`src/rtl/acc_pkg.sv`:
```
// Shared types and constants for the accumulator write-side controller.
package acc_pkg;

    localparam int ACC_WIDTH = 8;

    typedef enum logic [2:0] {
        OP_NOP  = 3'b000,
        OP_LOAD = 3'b001,
        OP_ADD  = 3'b010,
        OP_SUB  = 3'b011,
        OP_AND  = 3'b100,
        OP_OR   = 3'b101,
        OP_XOR  = 3'b110,
        OP_CLR  = 3'b111
    } acc_op_t;

    typedef enum logic [1:0] {
        IDLE,
        EXEC,
        WRITE,
        SETTLE
    } acc_drv_state_t;

endpackage

```
`src/rtl/acc_driver_if.sv`:
```
// Operation handshake plus accumulator write/feedback port of acc_driver.
interface acc_driver_if #(parameter int WIDTH = acc_pkg::ACC_WIDTH);

    logic             op_valid;
    logic             op_ready;
    logic [2:0]       op_code;
    logic [WIDTH-1:0] op_data;
    logic [WIDTH-1:0] acc_q;
    logic             wacc;
    logic [WIDTH-1:0] acc_d;
    logic             done;
    logic             carry;
    logic             zero;

    modport master (
        output op_valid, op_code, op_data, acc_q,
        input  op_ready, wacc, acc_d, done, carry, zero
    );

    modport slave (
        input  op_valid, op_code, op_data, acc_q,
        output op_ready, wacc, acc_d, done, carry, zero
    );

endinterface

```
`src/rtl/acc_alu.sv`:
```
// Combinational result/carry/zero for one accumulator operation.
// ACC_DRIVER_SAT_EN: ADD clamps to all-ones on carry, SUB clamps to 0 on borrow.
module acc_alu
    import acc_pkg::*;
#(
    parameter int WIDTH = ACC_WIDTH
) (
    input  acc_op_t          op,
    input  logic [WIDTH-1:0] acc_q,
    input  logic [WIDTH-1:0] operand,
    output logic [WIDTH-1:0] result,
    output logic             carry,
    output logic             zero
);

    logic [WIDTH:0] sum;
    logic [WIDTH:0] diff;

    always_comb begin
        sum    = {1'b0, acc_q} + {1'b0, operand};
        diff   = {1'b0, acc_q} - {1'b0, operand};
        result = acc_q;
        carry  = 1'b0;
        unique case (op)
            OP_NOP:  result = acc_q;
            OP_LOAD: result = operand;
            OP_ADD: begin
                carry = sum[WIDTH];
`ifdef ACC_DRIVER_SAT_EN
                result = sum[WIDTH] ? '1 : sum[WIDTH-1:0];
`else
                result = sum[WIDTH-1:0];
`endif
            end
            OP_SUB: begin
                // Top bit of the widened difference is the borrow.
                carry = diff[WIDTH];
`ifdef ACC_DRIVER_SAT_EN
                result = diff[WIDTH] ? '0 : diff[WIDTH-1:0];
`else
                result = diff[WIDTH-1:0];
`endif
            end
            OP_AND:  result = acc_q & operand;
            OP_OR:   result = acc_q | operand;
            OP_XOR:  result = acc_q ^ operand;
            OP_CLR:  result = '0;
            default: result = acc_q;
        endcase
        zero = (result == '0);
    end

endmodule

```
`src/rtl/acc_driver.sv`:
```
// Write-side controller for the accumulator: accept, compute, one-cycle write, done.
// Build option ACC_DRIVER_SAT_EN selects saturating ADD/SUB inside acc_alu.
module acc_driver
    import acc_pkg::*;
#(
    parameter int WIDTH = ACC_WIDTH
) (
    input  logic         clk,
    input  logic         rst,
    acc_driver_if.slave  bus
);

    acc_drv_state_t   state;
    acc_op_t          op_r;
    logic [WIDTH-1:0] data_r;

    logic             op_ready_r;
    logic             wacc_r;
    logic [WIDTH-1:0] acc_d_r;
    logic             done_r;
    logic             carry_r;
    logic             zero_r;

    logic [WIDTH-1:0] alu_result;
    logic             alu_carry;
    logic             alu_zero;

    acc_alu #(.WIDTH(WIDTH)) u_alu (
        .op      (op_r),
        .acc_q   (bus.acc_q),
        .operand (data_r),
        .result  (alu_result),
        .carry   (alu_carry),
        .zero    (alu_zero)
    );

    always_ff @(posedge clk) begin
        if (rst) begin
            state      <= IDLE;
            op_r       <= OP_NOP;
            data_r     <= '0;
            op_ready_r <= 1'b1;
            wacc_r     <= 1'b0;
            acc_d_r    <= '0;
            done_r     <= 1'b0;
            carry_r    <= 1'b0;
            zero_r     <= 1'b0;
        end else begin
            unique case (state)
                IDLE: begin
                    if (bus.op_valid) begin
                        op_r       <= acc_op_t'(bus.op_code);
                        data_r     <= bus.op_data;
                        op_ready_r <= 1'b0;
                        state      <= EXEC;
                    end
                end
                EXEC: begin
                    // acc_q is sampled here; NOP skips the write and keeps flags.
                    if (op_r == OP_NOP) begin
                        done_r <= 1'b1;
                        state  <= SETTLE;
                    end else begin
                        wacc_r  <= 1'b1;
                        acc_d_r <= alu_result;
                        carry_r <= alu_carry;
                        zero_r  <= alu_zero;
                        state   <= WRITE;
                    end
                end
                WRITE: begin
                    wacc_r <= 1'b0;
                    done_r <= 1'b1;
                    state  <= SETTLE;
                end
                SETTLE: begin
                    done_r     <= 1'b0;
                    op_ready_r <= 1'b1;
                    state      <= IDLE;
                end
                default: state <= IDLE;
            endcase
        end
    end

    assign bus.op_ready = op_ready_r;
    assign bus.wacc     = wacc_r;
    assign bus.acc_d    = acc_d_r;
    assign bus.done     = done_r;
    assign bus.carry    = carry_r;
    assign bus.zero     = zero_r;

endmodule

```
`src/flat_wrapper.sv`:
```
// flat-port wrapper written by rule: the top's interface ports become plain ports
module acc_driver_flat import acc_pkg::*;
#(
    parameter int WIDTH = ACC_WIDTH
)
  (clk, rst, bus_op_valid, bus_op_code, bus_op_data, bus_acc_q, bus_op_ready, bus_wacc, bus_acc_d, bus_done, bus_carry, bus_zero);
  acc_driver_if #(.WIDTH(WIDTH)) bus_i ();
  input  logic clk;
  input  logic rst;
  input wire logic [$bits(bus_i.op_valid)-1:0] bus_op_valid;
  input wire logic [$bits(bus_i.op_code)-1:0] bus_op_code;
  input wire logic [$bits(bus_i.op_data)-1:0] bus_op_data;
  input wire logic [$bits(bus_i.acc_q)-1:0] bus_acc_q;
  output wire logic [$bits(bus_i.op_ready)-1:0] bus_op_ready;
  output wire logic [$bits(bus_i.wacc)-1:0] bus_wacc;
  output wire logic [$bits(bus_i.acc_d)-1:0] bus_acc_d;
  output wire logic [$bits(bus_i.done)-1:0] bus_done;
  output wire logic [$bits(bus_i.carry)-1:0] bus_carry;
  output wire logic [$bits(bus_i.zero)-1:0] bus_zero;
  assign bus_i.op_valid = bus_op_valid;
  assign bus_i.op_code = bus_op_code;
  assign bus_i.op_data = bus_op_data;
  assign bus_i.acc_q = bus_acc_q;
  assign bus_op_ready = bus_i.op_ready;
  assign bus_wacc = bus_i.wacc;
  assign bus_acc_d = bus_i.acc_d;
  assign bus_done = bus_i.done;
  assign bus_carry = bus_i.carry;
  assign bus_zero = bus_i.zero;
  acc_driver #(.WIDTH(WIDTH)) u_core (.clk(clk), .rst(rst), .bus(bus_i));
endmodule
```
`config.mk`:
```
export PLATFORM = sky130hd
export DESIGN_NAME = acc_driver_flat
export DESIGN_NICKNAME = d
export VERILOG_FILES = /design/src/rtl/acc_pkg.sv /design/src/rtl/acc_driver_if.sv /design/src/rtl/acc_alu.sv /design/src/rtl/acc_driver.sv /design/src/flat_wrapper.sv
export SDC_FILE = /design/constraint.sdc
export NUM_CORES = 1
export LEC_CHECK = 0
export ABC_AREA = 1
export CAP_MARGIN = 20
export CELL_PAD_IN_SITES_DETAIL_PLACEMENT = 1
export CELL_PAD_IN_SITES_GLOBAL_PLACEMENT = 1
export CORE_ASPECT_RATIO = 1.25
export CORE_MARGIN = 2
export CORE_UTILIZATION = 41
export CTS_CLUSTER_SIZE = 30
export DETAILED_ROUTE_END_ITERATION = 7
export GPL_TIMING_DRIVEN = 0
export PLACE_DENSITY_LB_ADDON = 0.2
export SETUP_SLACK_MARGIN = 0.1
export SLEW_MARGIN = 40
export SYNTH_ARGS = -nofsm -noshare
export SYNTH_HDL_FRONTEND = slang
export SYNTH_SLANG_ARGS = --single-unit
export TNS_END_PERCENT = 10
```
`constraint.sdc`:
```
create_clock -name clk -period 4.93 [get_ports clk]
set_input_delay 0.7395 -clock clk [delete_from_list [all_inputs] [get_ports clk]]
set_output_delay 0.7395 -clock clk [all_outputs]
set_load 0.05 [all_outputs]
```
==> impl_metrics.csv <==
group,metric,value,unit
sta,max_freq,0.353,GHz
drt,drt.antenna.violating_nets,0,
final_layout,area_growth_syn_to_layout,20.5,%
pwr,p_per_area,443,nW/um^2
global_route,grt_max_degree,15,
sta,rsz0062_at_grt,"no",
sta,slew_viol_final,0,
synthesis,syn_area_per_cell,6.41,um^2
synthesis,ys_seq_area_share,22.4,%
worst_setup_path,crit_path_top_delay_cell,"clkdlybuf4s50_1",
synthesis,yosys.area.top_type,"dfxtp_1",
sta,finalHoldViolCount,0,
place,placed_area,2740,um^2
clock_network,clk_pin_slew_worst_paths,0.09,ns
final_layout,layout-drive-gt1-share,5.75,%
place,dp_hpwl,5.87,mm
clock_network,cts_buffers,3,
final_layout,nets,454,
sta,skew,0.00303,ns
synthesis,ys_ff_latch,26,
floorplanning,coreArea,5440,um^2
sta,period_needed,2.84,ns
place,port_buffers,34,
global_route,grt_pass1_vias,2579,
floorplanning,ios,35,
sta,period_share,57.5,%
drt,drtIter0Drc,115,
global_route,grt_overflow,0,
worst_setup_path,r2r_slack,2.82,ns
sta,worst_pin_slew,0.556,ns
pwr,leakagePower,0.00135,uW
worst_setup_path,cp_max_fo,3,
clock_network,cts_resized,0,
clock_network,cts_setup_buffers,0,
sta,fin_worst_hold_slack,0.486,ns
synthesis,synth.distinct_cells,28,
place,place_congestion,0.862,
floorplanning,die_area,6280,um^2
floorplanning,chipWidth,71.3,um
drt,wl_per_cell,15.3,um
clock_network,htree_levels,1,
clock_network,clockRootBuffer,"clkbuf_8",
worst_setup_path,cp-end-kind,"flip-flop",
drt,drc,0,
min_path,min_from,"u_core.bus.zero$_SDFFE_PP0P_",
min_path,hold_end,"u_core.bus.zero$_SDFFE_PP0P_",
pwr,ir_drop,286,uV
min_path,min_path_type,"reg -> reg",
sta,setup_tns,0,ns
drt,wl,7.09,mm
sta,fin_ws,2.09,ns
worst_setup_path,crit_type,"in -> reg",
global_route,antenna_found_initial,0,
final_layout,mostFrequentLayoutCell,"nand2_1",
synthesis,syn_inst,362,
worst_setup_path,timing.rr.start,"u_core.data_r[0]$_SDFFE_PP0P_",
final_layout,mostFrequentLayoutCells,"71 x nand2_1, 55 x inv_1, 51 x nor2_1, 34 x clkdlybuf4s50_1, 32 x o21ai_0",
synthesis,syn_nets,415,
place,place_inst,460,
flow_run,drv_cap,0,
outcome,status,"finished clean",
clock_network,clockBufferDepth,2,
synthesis,synth_area_leaders,"dfxtp_1 22%, ha_1 16%, nand2_1 11%",
worst_setup_path,r2r_cells,13,
worst_setup_path,cpPeakStageDelay,0.50,ns
floorplanning,die_y,88.1,um
global_route,track_usage,24.0,%
synthesis,synth_area,2320,um^2
place,pre_cts_ws,1.81,ns
clock_network,cts_tree,"yes",
worst_setup_path,path_cells,"clkdlybuf4s50_1 -> inv_1 -> ha_1 -> fa_1 -> inv_1 -> nand2_1 -> nand3_1 -> nand2_1 -> nor2_1 -> nand3_2 -> nor2_1 -> nand2_1 -> nor2_1 -> nand4_1 -> a21oi_1",
drt,vias,2449,
synthesis,synth_top_area_share,22.4,%
worst_setup_path,required,5.14,ns
synthesis,yosysWarnings,0,
worst_setup_path,r2r_end,"u_core.bus.zero$_SDFFE_PP0P_",
floorplanning,start_util,42.6,%
worst_setup_path,startpoint_type,"input pin",
global_route,grt_pass1_wl,11.9,mm
worst_setup_path,crit_arrival,3.05,ns
final_layout,antenna-diode-count,0,
final_layout,design_area,2800,um^2
sta,slew_headroom,62.9,%
floorplanning,rows,30,
sta,setup_viol,0,
drt,drt-pass1-iter-count,4,
final_layout,instances_no_fill,464,
clock_network,clock_latency,0.28,ns
final_layout,nFillCells,738,
clock_network,cts.hold.buffers_added,0,
drt,viasPerCell,5.28,
clock_network,clock-sinks,26,
min_path,whs_path_depth,2,
registers in the layout (all words and copies together) (netlist names):
register / cells
u_core.bus.done: 1
u_core.bus.acc_d: 8
u_core.data_r: 8
u_core.state: 2
u_core.op_r: 3
u_core.bus.zero: 1
u_core.bus.op_ready: 1
u_core.bus.wacc: 1
u_core.bus.carry: 1
layer usage:
layer,GRT usage [%],wire length [um],vias to the layer above
met5,0,0,-
met4,8.58,121,0
met3,1.50,125,11
met2,44.9,3650,34
met1,28.7,3190,1169
li1,-,-,1235
report_power, final:
group,internal [uW],switching [uW]
clock,71.6,70.5
sequential,270,40.9
combinational,256,531
cells by family (layout without fill, tap and decap cells):
family | after synthesis | after routing | share of synthesized area (%)
buffers and inverters | 66 | 104 | 11.3
adders and majority gates | 31 | 31 | 17.4
and+or+nand+nor | 171 | 171 | 33.2
AOI/OAI and AO/OA | 68 | 68 | 15.7
DFF | 26 | 26 | 22.4
worst max-delay path: cells and delay by family:
family | cells | cell delay (ns)
adders and majority gates | 2 | 0.63
buffers and inverters | 3 | 0.73
AOI/OAI and AO/OA | 1 | 0.14
and+or+nand+nor | 9 | 0.82
cells in the mapped netlist, drive strengths merged:
master / number
ha: 29
o21ai: 32
inv: 56
o21bai: 1
nand2: 73
a31oi: 2
o211ai: 2
nor2: 58
nand3: 33
a221o: 1
dfxtp: 26
a21oi: 23
a21o: 1
buf: 7
and2: 1
nand4: 5
o22ai: 6
nand3b: 1
fa: 2
clkbuf: 3
area by class of cell:
cell class | count | area, um^2 | share of cell area, %
multi-input cells | 270 | 1540 | 55.0
flip-flops and latches | 26 | 520 | 18.6
repair buffers | 34 | 340 | 12.2
inverters | 56 | 213 | 7.61
well taps | 64 | 80.1 | 2.86
clock buffers | 4 | 55.1 | 1.97
plain buffers | 10 | 50.0 | 1.79
worst max path at each step:
| stage | startpoint | end | slack (ns) | cells after the start |
|---|---|---|---|---|
| 6_report | bus_acc_q[0] | u_core.bus.zero$_SDFFE_PP0P_ | 2.09 | 15 |
| 5_1_grt | bus_acc_q[0] | u_core.bus.zero$_SDFFE_PP0P_ | 1.89 | 15 |
| 4_1_cts | bus_acc_q[0] | u_core.bus.zero$_SDFFE_PP0P_ | 2.09 | 15 |
| 3_5_place_dp | bus_acc_q[0] | u_core.bus.zero$_SDFFE_PP0P_ | 1.81 | 15 |
| 3_3_place_gp | bus_acc_q[0] | u_core.bus.zero$_SDFFE_PP0P_ | 1.86 | 15 |
| 2_1_floorplan | bus_acc_q[0] | u_core.bus.zero$_SDFFE_PP0P_ | 2.69 | 14 |
stage by stage:
| stage | utilization (%) | total power, uW |
|---|---|---|
| floorplan | - | 863 |
| global placement | 50.4 | 1070 |
| detailed placement | 50.4 | 1100 |
| CTS | 51.4 | 1250 |
| global route | 51.4 | 1350 |
| finish | 51.4 | 1240 |
Note: power is estimated with default switching activity, not from simulation.
